### src/rtl/change_monitor.sv
// change_monitor
//   Watches NCH channels of WIDTH bits each. After the first enabled sample
//   (arming), every enabled cycle in which a channel differs from its previous
//   sample is a "change": the channel's saturating counter increments, and
//   the lowest-indexed changed channel of that cycle is pushed into a small
//   event FIFO. Extra simultaneous changes, and pushes into a full FIFO, are
//   reported through the sticky ev_ovf flag.
//
//   Optional build macro: CHANGE_MONITOR_CLEAR_ON_READ_EN
//     When defined, a counter read clears the selected counter at the same
//     edge that captures rd_cnt. If that channel changes in the same cycle,
//     the counter becomes 1. When undefined, reads are non-destructive.
//
// Ports
//   clk      : clock, rising edge
//   rst      : synchronous active-high reset
//   din      : NCH*WIDTH sample bus, channel i at [i*WIDTH +: WIDTH]
//   en       : sample enable
//   rd_req   : counter read request (one-cycle latency)
//   rd_sel   : channel to read; out-of-range selects return 0
//   rd_ack   : high for the one cycle after an rd_req edge
//   rd_cnt   : counter value captured at the request edge
//   ev_valid : event FIFO non-empty
//   ev_ready : consumer accepts the head entry
//   ev_ch    : head entry channel index
//   ev_val   : head entry sampled value
//   ev_ovf   : sticky event-loss flag
//   ovf_clr  : clears ev_ovf (a loss in the same cycle wins)
//
// Handshake: an entry transfers on a rising edge where ev_valid && ev_ready.
// While ev_valid is high and ev_ready is low, ev_ch/ev_val hold steady.
module change_monitor #(
  parameter int NCH   = 4,
  parameter int WIDTH = 8,
  parameter int CNT_W = 8,
  parameter int DEPTH = 4,
  localparam int SEL_W = (NCH > 1) ? $clog2(NCH) : 1
) (
  input  logic                 clk,
  input  logic                 rst,
  input  logic [NCH*WIDTH-1:0] din,
  input  logic                 en,
  input  logic                 rd_req,
  input  logic [SEL_W-1:0]     rd_sel,
  output logic                 rd_ack,
  output logic [CNT_W-1:0]     rd_cnt,
  output logic                 ev_valid,
  input  logic                 ev_ready,
  output logic [SEL_W-1:0]     ev_ch,
  output logic [WIDTH-1:0]     ev_val,
  output logic                 ev_ovf,
  input  logic                 ovf_clr
);

  localparam int PTR_W  = $clog2(DEPTH);
  localparam int FCNT_W = PTR_W + 1;

  logic [WIDTH-1:0]       prev [NCH];
  logic [CNT_W-1:0]       cnt  [NCH];
  logic                   armed;

  logic [NCH-1:0]         changed;
  logic [SEL_W-1:0]       low_idx;
  logic [WIDTH-1:0]       low_val;
  logic                   multi;

  logic [SEL_W+WIDTH-1:0] mem [DEPTH];
  logic [PTR_W-1:0]       wr_ptr;
  logic [PTR_W-1:0]       rd_ptr;
  logic [FCNT_W-1:0]      fcount;
  logic                   full;
  logic                   push;
  logic                   pop;
  logic                   push_ok;
  logic                   loss;

  // Change detection and lowest-index priority pick.
  always_comb begin
    changed = '0;
    low_idx = '0;
    low_val = '0;
    for (int i = 0; i < NCH; i++) begin
      changed[i] = en && armed && (din[i*WIDTH +: WIDTH] != prev[i]);
    end
    for (int i = NCH - 1; i >= 0; i--) begin
      if (changed[i]) begin
        low_idx = SEL_W'(i);
        low_val = din[i*WIDTH +: WIDTH];
      end
    end
  end

  // More than one bit set: clearing the lowest set bit leaves something.
  assign multi    = |(changed & (changed - NCH'(1)));

  assign ev_valid = (fcount != '0);
  assign full     = (fcount == FCNT_W'(DEPTH));
  assign push     = |changed;
  assign pop      = ev_valid && ev_ready;
  // A pop in the same cycle frees the slot a full FIFO needs.
  assign push_ok  = push && (!full || pop);
  assign loss     = multi || (push && full && !pop);

  // Head outputs are forced to zero when empty so reset/empty reads as 0.
  assign ev_ch    = ev_valid ? mem[rd_ptr][SEL_W+WIDTH-1:WIDTH] : '0;
  assign ev_val   = ev_valid ? mem[rd_ptr][WIDTH-1:0] : '0;

  // Sample history and arming.
  always_ff @(posedge clk) begin
    if (rst) begin
      armed <= 1'b0;
      for (int i = 0; i < NCH; i++) prev[i] <= '0;
    end else if (en) begin
      armed <= 1'b1;
      for (int i = 0; i < NCH; i++) prev[i] <= din[i*WIDTH +: WIDTH];
    end
  end

  // Per-channel saturating change counters.
  always_ff @(posedge clk) begin
    if (rst) begin
      for (int i = 0; i < NCH; i++) cnt[i] <= '0;
    end else begin
      for (int i = 0; i < NCH; i++) begin
`ifdef CHANGE_MONITOR_CLEAR_ON_READ_EN
        if (rd_req && (int'(rd_sel) == i)) begin
          cnt[i] <= changed[i] ? CNT_W'(1) : '0;
        end else
`endif
        if (changed[i] && (cnt[i] != '1)) begin
          cnt[i] <= cnt[i] + CNT_W'(1);
        end
      end
    end
  end

  // Counter read port: one-cycle registered response.
  always_ff @(posedge clk) begin
    if (rst) begin
      rd_ack <= 1'b0;
      rd_cnt <= '0;
    end else begin
      rd_ack <= rd_req;
      if (rd_req && (int'(rd_sel) < NCH)) rd_cnt <= cnt[rd_sel];
      else                                rd_cnt <= '0;
    end
  end

  // Event FIFO storage (contents need no reset; visibility is gated by count).
  always_ff @(posedge clk) begin
    if (!rst && push_ok) mem[wr_ptr] <= {low_idx, low_val};
  end

  // Event FIFO pointers, occupancy and sticky loss flag.
  always_ff @(posedge clk) begin
    if (rst) begin
      wr_ptr <= '0;
      rd_ptr <= '0;
      fcount <= '0;
      ev_ovf <= 1'b0;
    end else begin
      if (push_ok) wr_ptr <= wr_ptr + PTR_W'(1);
      if (pop)     rd_ptr <= rd_ptr + PTR_W'(1);
      case ({push_ok, pop})
        2'b10:   fcount <= fcount + FCNT_W'(1);
        2'b01:   fcount <= fcount - FCNT_W'(1);
        default: fcount <= fcount;
      endcase
      if (loss)         ev_ovf <= 1'b1;
      else if (ovf_clr) ev_ovf <= 1'b0;
    end
  end

endmodule

### config.mk
export PLATFORM = sky130hd
export DESIGN_NAME = change_monitor
export DESIGN_NICKNAME = d
export VERILOG_FILES = /design/src/rtl/change_monitor.sv
export SDC_FILE = /design/constraint.sdc
export NUM_CORES = 1
export LEC_CHECK = 0
export ABC_AREA = 1
export CORE_MARGIN = 5
export CORE_UTILIZATION = 50
export CTS_BUF_LIST = sky130_fd_sc_hd__clkbuf_2
export DETAILED_ROUTE_END_ITERATION = 6
export PLACE_DENSITY = 0.72
export RECOVER_POWER = 25
export SLEW_MARGIN = 15
export SYNTH_ARGS = -nofsm -noshare
export SYNTH_HDL_FRONTEND = slang
export SYNTH_SLANG_ARGS = --single-unit
export TNS_END_PERCENT = 50
### constraint.sdc
create_clock -name clk -period 2.85 [get_ports clk]
set_clock_uncertainty 0.2 [all_clocks]
set_input_delay 0.57 -clock clk [delete_from_list [all_inputs] [get_ports clk]]
set_output_delay 0.57 -clock clk [all_outputs]
set_load 0.02 [all_outputs]
Word level (Yosys, flattened, before mapping) --
Memory sizes are Yosys's and may differ from the RTL's. A register that Yosys moved wholly into a read port is not among the register bits. Index checks and enable logic that the tools add are counted.
Storage, ports and cells: register bits 10, RAM bits 104, input bits 40, logic and storage cells 106, memories 3
Operators by class: add/sub/neg operators 9, equality and inequality tests 11, mux-type cells 42, bitwise logic cells 10, reductions and logical operators 25
Memories:
- mem | words 4, width 10, rd ports 1, clocked after memory_dff 1, wr ports 1, RTL line 67 | logic [SEL_W+WIDTH-1:0] mem [DEPTH];
- cnt | words 4, width 8, rd ports 5, clocked after memory_dff 1, wr ports 4, RTL line 59 | logic [CNT_W-1:0] cnt [NCH];
- prev | words 4, width 8, rd ports 4, clocked after memory_dff 0, wr ports 4, RTL line 58 | logic [WIDTH-1:0] prev [NCH];
Operators by type and width (count):
- $mux W8 | 13
- $add A8 B1 Y8 const B | 4
- $ne A8 B8 Y1 | 4
- $ne A8 B8 Y1 const B | 4
- $mux W1 | 21
- $logic_and A1 B1 Y1 | 14
- $mux W2 | 7
- $or A1 B1 Y1 | 8
- $reduce_or A4 Y1 | 2
- $pmux W3 S2 | 1
- $add A2 B1 Y2 const B | 2
- $and A4 B4 Y4 | 1
- $reduce_bool A2 Y1 | 2
- $sub A4 B1 Y4 const B | 1
- $add A3 B1 Y3 const B | 1
- $eq A3 B3 Y1 const B | 1
- $logic_not A1 Y1 | 3
- $reduce_bool A3 Y1 | 1
- $sub A3 B1 Y3 const B | 1
- $eq A2 B1 Y1 const B | 1
- $eq A2 B2 Y1 const B | 1
- $logic_or A1 B1 Y1 | 2
- $reduce_or A2 Y1 | 1
- $not A1 Y1 | 1

Depth between registers and ports, before layout --
Gate-level depths: netlist (run 1).
word-level depth 7, depth in mapped cells 19, mapped depth without buffers 18

Worst setup path after synthesis (run 1) --
OpenSTA, ideal clock, no wires.
path kind input -> register, start point in din[21], end point reg fcount[2], arrival 2338 ps, required time 2528 ps, slack 190 ps, stages 18, buffers on the path 0, path through inv_2 nand2_1 nand2_1 nand2_1 nor2_2 nand2_2 nand2_4 nand2_2 nor2_4 nor2_4 inv_1 ha_1 inv_1 fa_1 a21oi_1 o21ai_0 o21ai_0 a21oi_1
Between the ends: word-level cells in the longest chain between the ends 6, elaborated cells between the ends (all ways) 8, those cells by class 3 x eq/ne; 1 x mux; 4 x reduce/logical
Ends and longest elaborated chain:
- start, declared | RTL line 41 | input logic [NCH*WIDTH-1:0] din,
- $ne A8 B8 Y1 * | RTL line 83 | changed[i] = en && armed && (din[i*WIDTH +: WIDTH] != prev[i]);
- $logic_and A1 B1 Y1 * | RTL line 83
- $reduce_or A4 Y1 * | RTL line 98 | assign push = |changed;
- $logic_and A1 B1 Y1 * | RTL line 101 | assign push_ok = push && (!full || pop);
- $eq A2 B1 Y1 or $eq A2 B2 Y1 (tied branches) | RTL line 164 | case ({push_ok, pop})
- $pmux W3 S2 or $reduce_bool A2 Y1 (tied branches)
- end signal, assigned | RTL line 165 | 2'b10: fcount <= fcount + FCNT_W'(1);
- end signal, assigned | RTL line 166 | 2'b01: fcount <= fcount - FCNT_W'(1);
- end signal, assigned | RTL line 167 | default: fcount <= fcount;
- end, declared | RTL line 70 | logic [FCNT_W-1:0] fcount;
Every way passes the cells marked *; elsewhere a longest branch is shown, timed or not. A chain may end at the register's enable or synchronous reset.

==> results of run 1 <==
-- critical path: cells and delay by family (launching register included) --
family          cells  cell delay [ps]
compound gates      2              280
flops               1              460
buf+inv             2              380
simple gates        2              150
-- cell type report --
| class | instances | share of cell area (%) |
|---|---|---|
| sequential | 124 | 46.63 |
| multi-input combinational | 454 | 30.03 |
| timing repair buffer | 111 | 12.45 |
| inverter | 94 | 4.779 |
| tap | 168 | 2.778 |
| clock inverter | 13 | 1.968 |
| clock buffer | 19 | 1.257 |
| timing repair inverter | 1 | 0.09922 |
-- state kept, by name, indices dropped and copies added (netlist names), named ones only --
register  count
mem          40
ev_ovf        1
rd_ack        1
armed         1
cnt          32
fcount        3
wr_ptr        2
prev         32
rd_ptr        2
rd_cnt        8
-- logic make-up (layout without fill, tap and decap cells) --
kind of cell               count (synthesis)  after routing  synth area share [%]
AOI/OAI and AO/OA                        109            109                 9.255
xor gates and xnor gates                  34             34                 4.789
adders and majority gates                 10             10                 2.133
buffers and inverters                    111            238                 6.921
DFF                                      124            124                 56.66
and+or+nand+nor                          301            301                 20.24
-- cells in the final DEF (no fill, tap or decap), types with 14 or more instances in the layout --
master and n:
xnor2_1 23, clkdlybuf4s50_1 49, o21ai_0 53, inv_1 79, edfxtp_1 104, nand2_1 97
dfxtp_1 18, nand3_1 14, nor2_1 156, clkbuf_2 23, buf_4 49, a21oi_1 36
-- metal layers --
layer / global-route usage [%] / part of all wire, % / vias to the layer above
met3: 4.569 / 5.0 / 22
li1: - / - / 2461
met1: 23.61 / 43 / 2268
met5: 0 / 0 / -
met2: 32.37 / 51 / 130
met4: 7.913 / 1.7 / 0
-- timing repair --
action / CTS / global route
buffers inserted: 2 / 2
pin swaps: 0 / 1
gates resized for setup: 35 / 13
hold buffers: 0 / 0
gates cloned: 1 / 0
endpoints found under the setup margin: 10 / 11
-- report_power, final --
group          internal, uW  leakage [uW]  switching, uW  total (uW)
clock network           486      0.000147            644        1130
logic                   493       0.00182            754        1250
registers              2140       0.00122           99.0        2240
-- cell usage after synthesis --
library cell,count
nor2_1,157
edfxtp_1,104
nand2_1,99
inv_1,81
o21ai_0,57
a21oi_1,36
xnor2_1,23
dfxtp_1,20
nand3_1,14
clkbuf_1,13
inv_2,12
xor2_1,11
ha_1,9
o21ai_1,9
nand2_2,8
nor3_1,6
or2_2,5
nor3_2,4
o211ai_1,3
a31oi_1,2
nand2_4,2
nor2_2,2
nor2_4,2
a21oi_2,1
a31oi_4,1
buf_2,1
buf_4,1
buf_6,1
clkbuf_2,1
clkinv_1,1
fa_1,1
nand4_2,1
or2_1,1
-- worst max-delay path by stage --
stage                   from                      to  slack, ps  cells after the start
finish              register                ev_ch[0]        130                      6
global route        register                ev_ch[1]        -50                      4
CTS                 register               ev_val[6]          6                      6
detailed placement   din[27]  fcount[2]$_SDFFE_PP0P_       -460                     17
global placement     din[25]  fcount[2]$_SDFFE_PP0P_       -380                     18
floorplan            din[21]  fcount[2]$_SDFFE_PP0P_        190                     18
-- through the flow --
stage / TNS, ps / cells
6_report: 0 / 984
5_1_grt: -99.62 / 984
4_1_cts: 0 / 982
3_3_place_gp: -604.6 / 947
2_1_floorplan: 0 / 689
3_5_place_dp: -804.3 / 947
==> metrics.txt, run 1 <==
Tot GR Track Use=19.17%; CTS tree=built; Chip Height=121.5 um; 1st-iter DRT viols=325; Inserted Clock Buffers=17; Worst R2R Setup Slack=250 ps; sequential cell area fraction in the yosys report=between 50% and 60%; antenna violations before repair=0; final hold viol count=0; Syn Nets=739; DRT Wirelength=13560 um; share of cells above drive strength 1=16.42%; Critical Path Source Type=register; CTS Sinks=124; DR vias/cell=4.960; synthesized area per cell=9.025 sq um; max-slew violations=0; Final min period=about 2700 ps; Tot Pwr=4618 uW; std cell rows=40; # diodes=0; Final Hold Slack=281.8 ps; Crit path arrival time=1950 ps; Syn Inst Count=689; Initial Util=between 50% and 60%; Detailed Routing Iterations Pass 1=5; placed inst area=7317 sq um; pre-CTS setup slack=-460.5 ps; Critical Path Slowest Stage Cell=dfxtp_4; die width=121.5 um; PwrDens=610.3 nW/um^2; Least-Margin Pin Slew=between 900 and 1000 ps; synthesis-stage register bit count=124; FILL cells=1023; Reg-to-Reg End=fcount[2]$_SDFFE_PP0P_; type of element capturing the critical path=output port; hold depth=2; Synth Cell Area=about 6200 sq um; post-synth top area share=50.22%; CTS clk-pin slew, worst paths=170 ps; critical path fanouts, max=14; register area=3528 sq um; outcome=completed; Post-route DRC=0; R2R depth=16; CTS max path bufs=2; slowest cell delay on critical path=around 460 ps; Worst-Skew Late Latency=690 ps; core area=12110 sq um; min-delay worst type=reg2reg; Yosys warnings=0; unrepaired setup endpoints after global routing=yes; # setup viols final=0; most frequent CP cell=nor2_1; Netlist cell types=33; # H-tree levels=4; IO Pins=61; vias in the first global route=~4600; Post-DRT Antenna Nets=0; f_max=368.0 MHz; Slew Limit Headroom=34.73%; # Max-Cap Violations=0; area of the multi-input gates=2272 sq um; type of the worst setup path=reg2out; GRT Residual Overflow=0; slack of the critical path=about 130 ps; hold-critical path endpoint=armed$_SDFFE_PP0P_; Worst VDD drop=0.2398 mV; post-synth top area cell=edfxtp_1; Total Die Area=14770 sq um; FF-to-FF Start=prev[3][3]$_SDFFCE_PN0P_; area grow syn2layout=21.67%; first-pass GRT wire length=around 22000 um; hold path start=armed$_SDFFE_PP0P_; DR vias=4881; largest net degree at the start of global routing=34; number of port buffers=60; Required @ worst endpoint=between 2000 and 2500 ps; final instance area=~7600 sq um; gp weighted congestion=0.8451; fin crit share=~95%; CP cell instances=buf_6 > nor2_1 > nor2_1 > o21ai_0 > a21oi_1 > buf_2; largest cells by area after synthesis=edfxtp_1, nor2_1, dfxtp_1, nand2_1, inv_1; static leakage=about 0.0032 uW; final core utilization=approximately 62%; Detail Placement HPWL=9918 um; Root Driver=clkbuf_2; WL/cell=13.78 um; fin nets=853
No activity file was read; power rests on OpenSTA's default activity.
==> run 2: changes to the inputs <==
--- a/config.mk
+++ b/config.mk
@@ -12,6 +12,7 @@
 export DETAILED_ROUTE_END_ITERATION = 6
 export PLACE_DENSITY = 0.72
 export RECOVER_POWER = 25
+export REMOVE_ABC_BUFFERS = 1
 export SLEW_MARGIN = 15
 export SYNTH_ARGS = -nofsm -noshare
 export SYNTH_HDL_FRONTEND = slang
==> run 2 against run 1 <==
  * Global-route usage is essentially flat
  * Combinational power is essentially flat
  * Critical path depth shrank 3
  * Clock-buffer cell count shrank 2
  * Sequential share of layout area shrank 0.16 points
  * Flip-flop and latch count is the same
  * Hold slack gained 2.4 ps
  * Critical path type unchanged
  * Largest cell class unchanged
==> metrics.txt, run 2 (same netlist as run 1, synthesis figures left out) <==
slowest cell delay on critical path=630 ps; Required @ worst endpoint=~2100 ps; critical path fanouts, max=3; hold depth=2; Crit path buffers/inverters=1; final hold viol count=0; min-delay worst type=reg2reg; number of port buffers=60; most common cell after layout, fill and taps aside=nor2_1; CTS max path bufs=2; max-slew violations=0; setup TNS=0 ps; GRT Residual Overflow=0; CP cell instances=nor2_1 > nand2_1 > clkdlybuf4s50_1; Final Hold Slack=284.2 ps; outcome=completed; Post-DRT Antenna Nets=0; Total Die Area=roughly 15000 sq um; Chip Height=121.5 um; Worst-Skew Late Latency=710 ps; pre-CTS setup slack=-431.4 ps; PwrDens=~630 nW/um^2; fin crit share=approximately 94%; vias in the first global route=4702; Largest regs=mem (40), cnt (32), prev (32); Critical Path Source Type=register; CTS clk-pin slew, worst paths=200 ps; Slew Limit Headroom=roughly 36%; DRT Wirelength=13300 um; # diodes=0; type of element capturing the critical path=output port; placed inst area=roughly 7300 sq um; Inserted Clock Buffers=17; DR WL met2=approximately 6500 um; std cell rows=40; met3 wire len=between 600 and 700 um; CTS Sinks=~120; Top Layer Used=met4; # Max-Cap Violations=0; largest net degree at the start of global routing=34; slack of the critical path=about 180 ps; # setup viols final=0; Worst path depth=3; Critical Path Slowest Stage Cell=clkdlybuf4s50_1; antenna violations before repair=0; CTS tree=built; static leakage=approximately 0.0032 uW; DR vias/cell=4.906; f_max=374.5 MHz; Tot GR Track Use=19.19%; first-pass GRT wire length=22100 um; WL/cell=13.54 um; Detail Placement HPWL=9706 um; FILL cells=1033; gp weighted congestion=0.8175; unrepaired setup endpoints after global routing=yes; WL met1=5959 um; area grow syn2layout=22.09%; 1st-iter DRT viols=327; Final min period=~2700 ps; Detailed Routing Iterations Pass 1=5; final instance area=7592 sq um; max reg flops=40; R2R depth=18; # H-tree levels=4; die width=121.5 um; Least-Margin Pin Slew=957.8 ps; Root Driver=clkbuf_2; core area=12110 sq um; Biggest register=mem; Crit path max-delay family=buffers and inverters; commonest non-fill, non-tap cells in the layout=nor2_1, edfxtp_1, nand2_1; Crit path arrival time=1900 ps; final core utilization=around 63%; Post-route DRC=0; Initial Util=between 50% and 60%; fin nets=851; Worst VDD drop=between 0.4 and 0.5 mV; IO Pins=61; type of the worst setup path=reg2out; DR vias=4818; share of cells above drive strength 1=roughly 16%
run 2: layout make-up:
type | count | area, sq um | area share, %
flip-flops and latches | 124 | 3528 | 46.47
multi-input cells | 454 | 2267 | 29.86
repair buffers | 109 | 920.9 | 12.13
inverters | 94 | 361.6 | 4.763
clock inverters | 15 | 211.5 | 2.785
well taps | 168 | 210.2 | 2.769
clock buffers | 17 | 85.08 | 1.121
repair inverters | 1 | 7.507 | 0.09888
run 2: per-layer routing:
metal | up-vias | global-route usage, %
li1 | 2463 | -
met4 | 0 | 7.913
met2 | 118 | 31.43
met3 | 20 | 4.149
met1 | 2217 | 24.79
met5 | - | 0
run 2: worst register-to-register path, cell delays in order (launching register included):
cell and delay, ps:
edfxtp_1 440, inv_1 70, nand2_1 40, nand2_1 50, nand2_1 60, nor2_2 160, nand2_2 100, nand2_4 70
nand2_2 80, nor2_4 150, nor2_4 50, inv_1 50, ha_1 130, inv_1 70, fa_1 380, a21oi_1 160
o21ai_0 110, o21ai_0 160, a21oi_1 60
run 2: worst paths after layout:
kind                                 start                     end  slack [ps]
setup / recovery    fcount[1]$_SDFFE_PP0P_                ev_valid         180
hold / removal          armed$_SDFFE_PP0P_      armed$_SDFFE_PP0P_         280
setup reg to reg  prev[2][5]$_SDFFCE_PN0P_  fcount[2]$_SDFFE_PP0P_         180
hold reg to reg         armed$_SDFFE_PP0P_      armed$_SDFFE_PP0P_         280
run 2: timing repair:
item,in CTS,in global routing
buffers inserted,3,0
hold buffers,0,0
resized for setup,39,10
pin swaps,0,1
cloned,1,0
setup endpoints to repair,10,9
run 2: power by group:
part           internal (uW)  switching, uW  total, uW  leakage [uW]
logic                    490            754       1240       0.00180
registers               2140           95.5       2240       0.00122
clock network            594            721       1320      0.000170
run 2: per-stage QoR:
| stage | total power (uW) | cells |
|---|---|---|
| 6_report | 4797 | 982 |
| 3_3_place_gp | 3463 | 946 |
| 3_5_place_dp | 3509 | 946 |
| 4_1_cts | 4869 | 982 |
| 2_1_floorplan | 2944 | 672 |
| 5_1_grt | 5067 | 982 |
==> run 3: changes to the inputs <==
--- a/config.mk
+++ b/config.mk
@@ -12,7 +12,6 @@
 export DETAILED_ROUTE_END_ITERATION = 6
 export PLACE_DENSITY = 0.72
 export RECOVER_POWER = 25
-export REMOVE_ABC_BUFFERS = 1
 export SLEW_MARGIN = 15
 export SYNTH_ARGS = -nofsm -noshare
 export SYNTH_HDL_FRONTEND = slang
==> results of run 3 <==
Same layout as run 1: the final DEF is identical, and so are final timing and power.
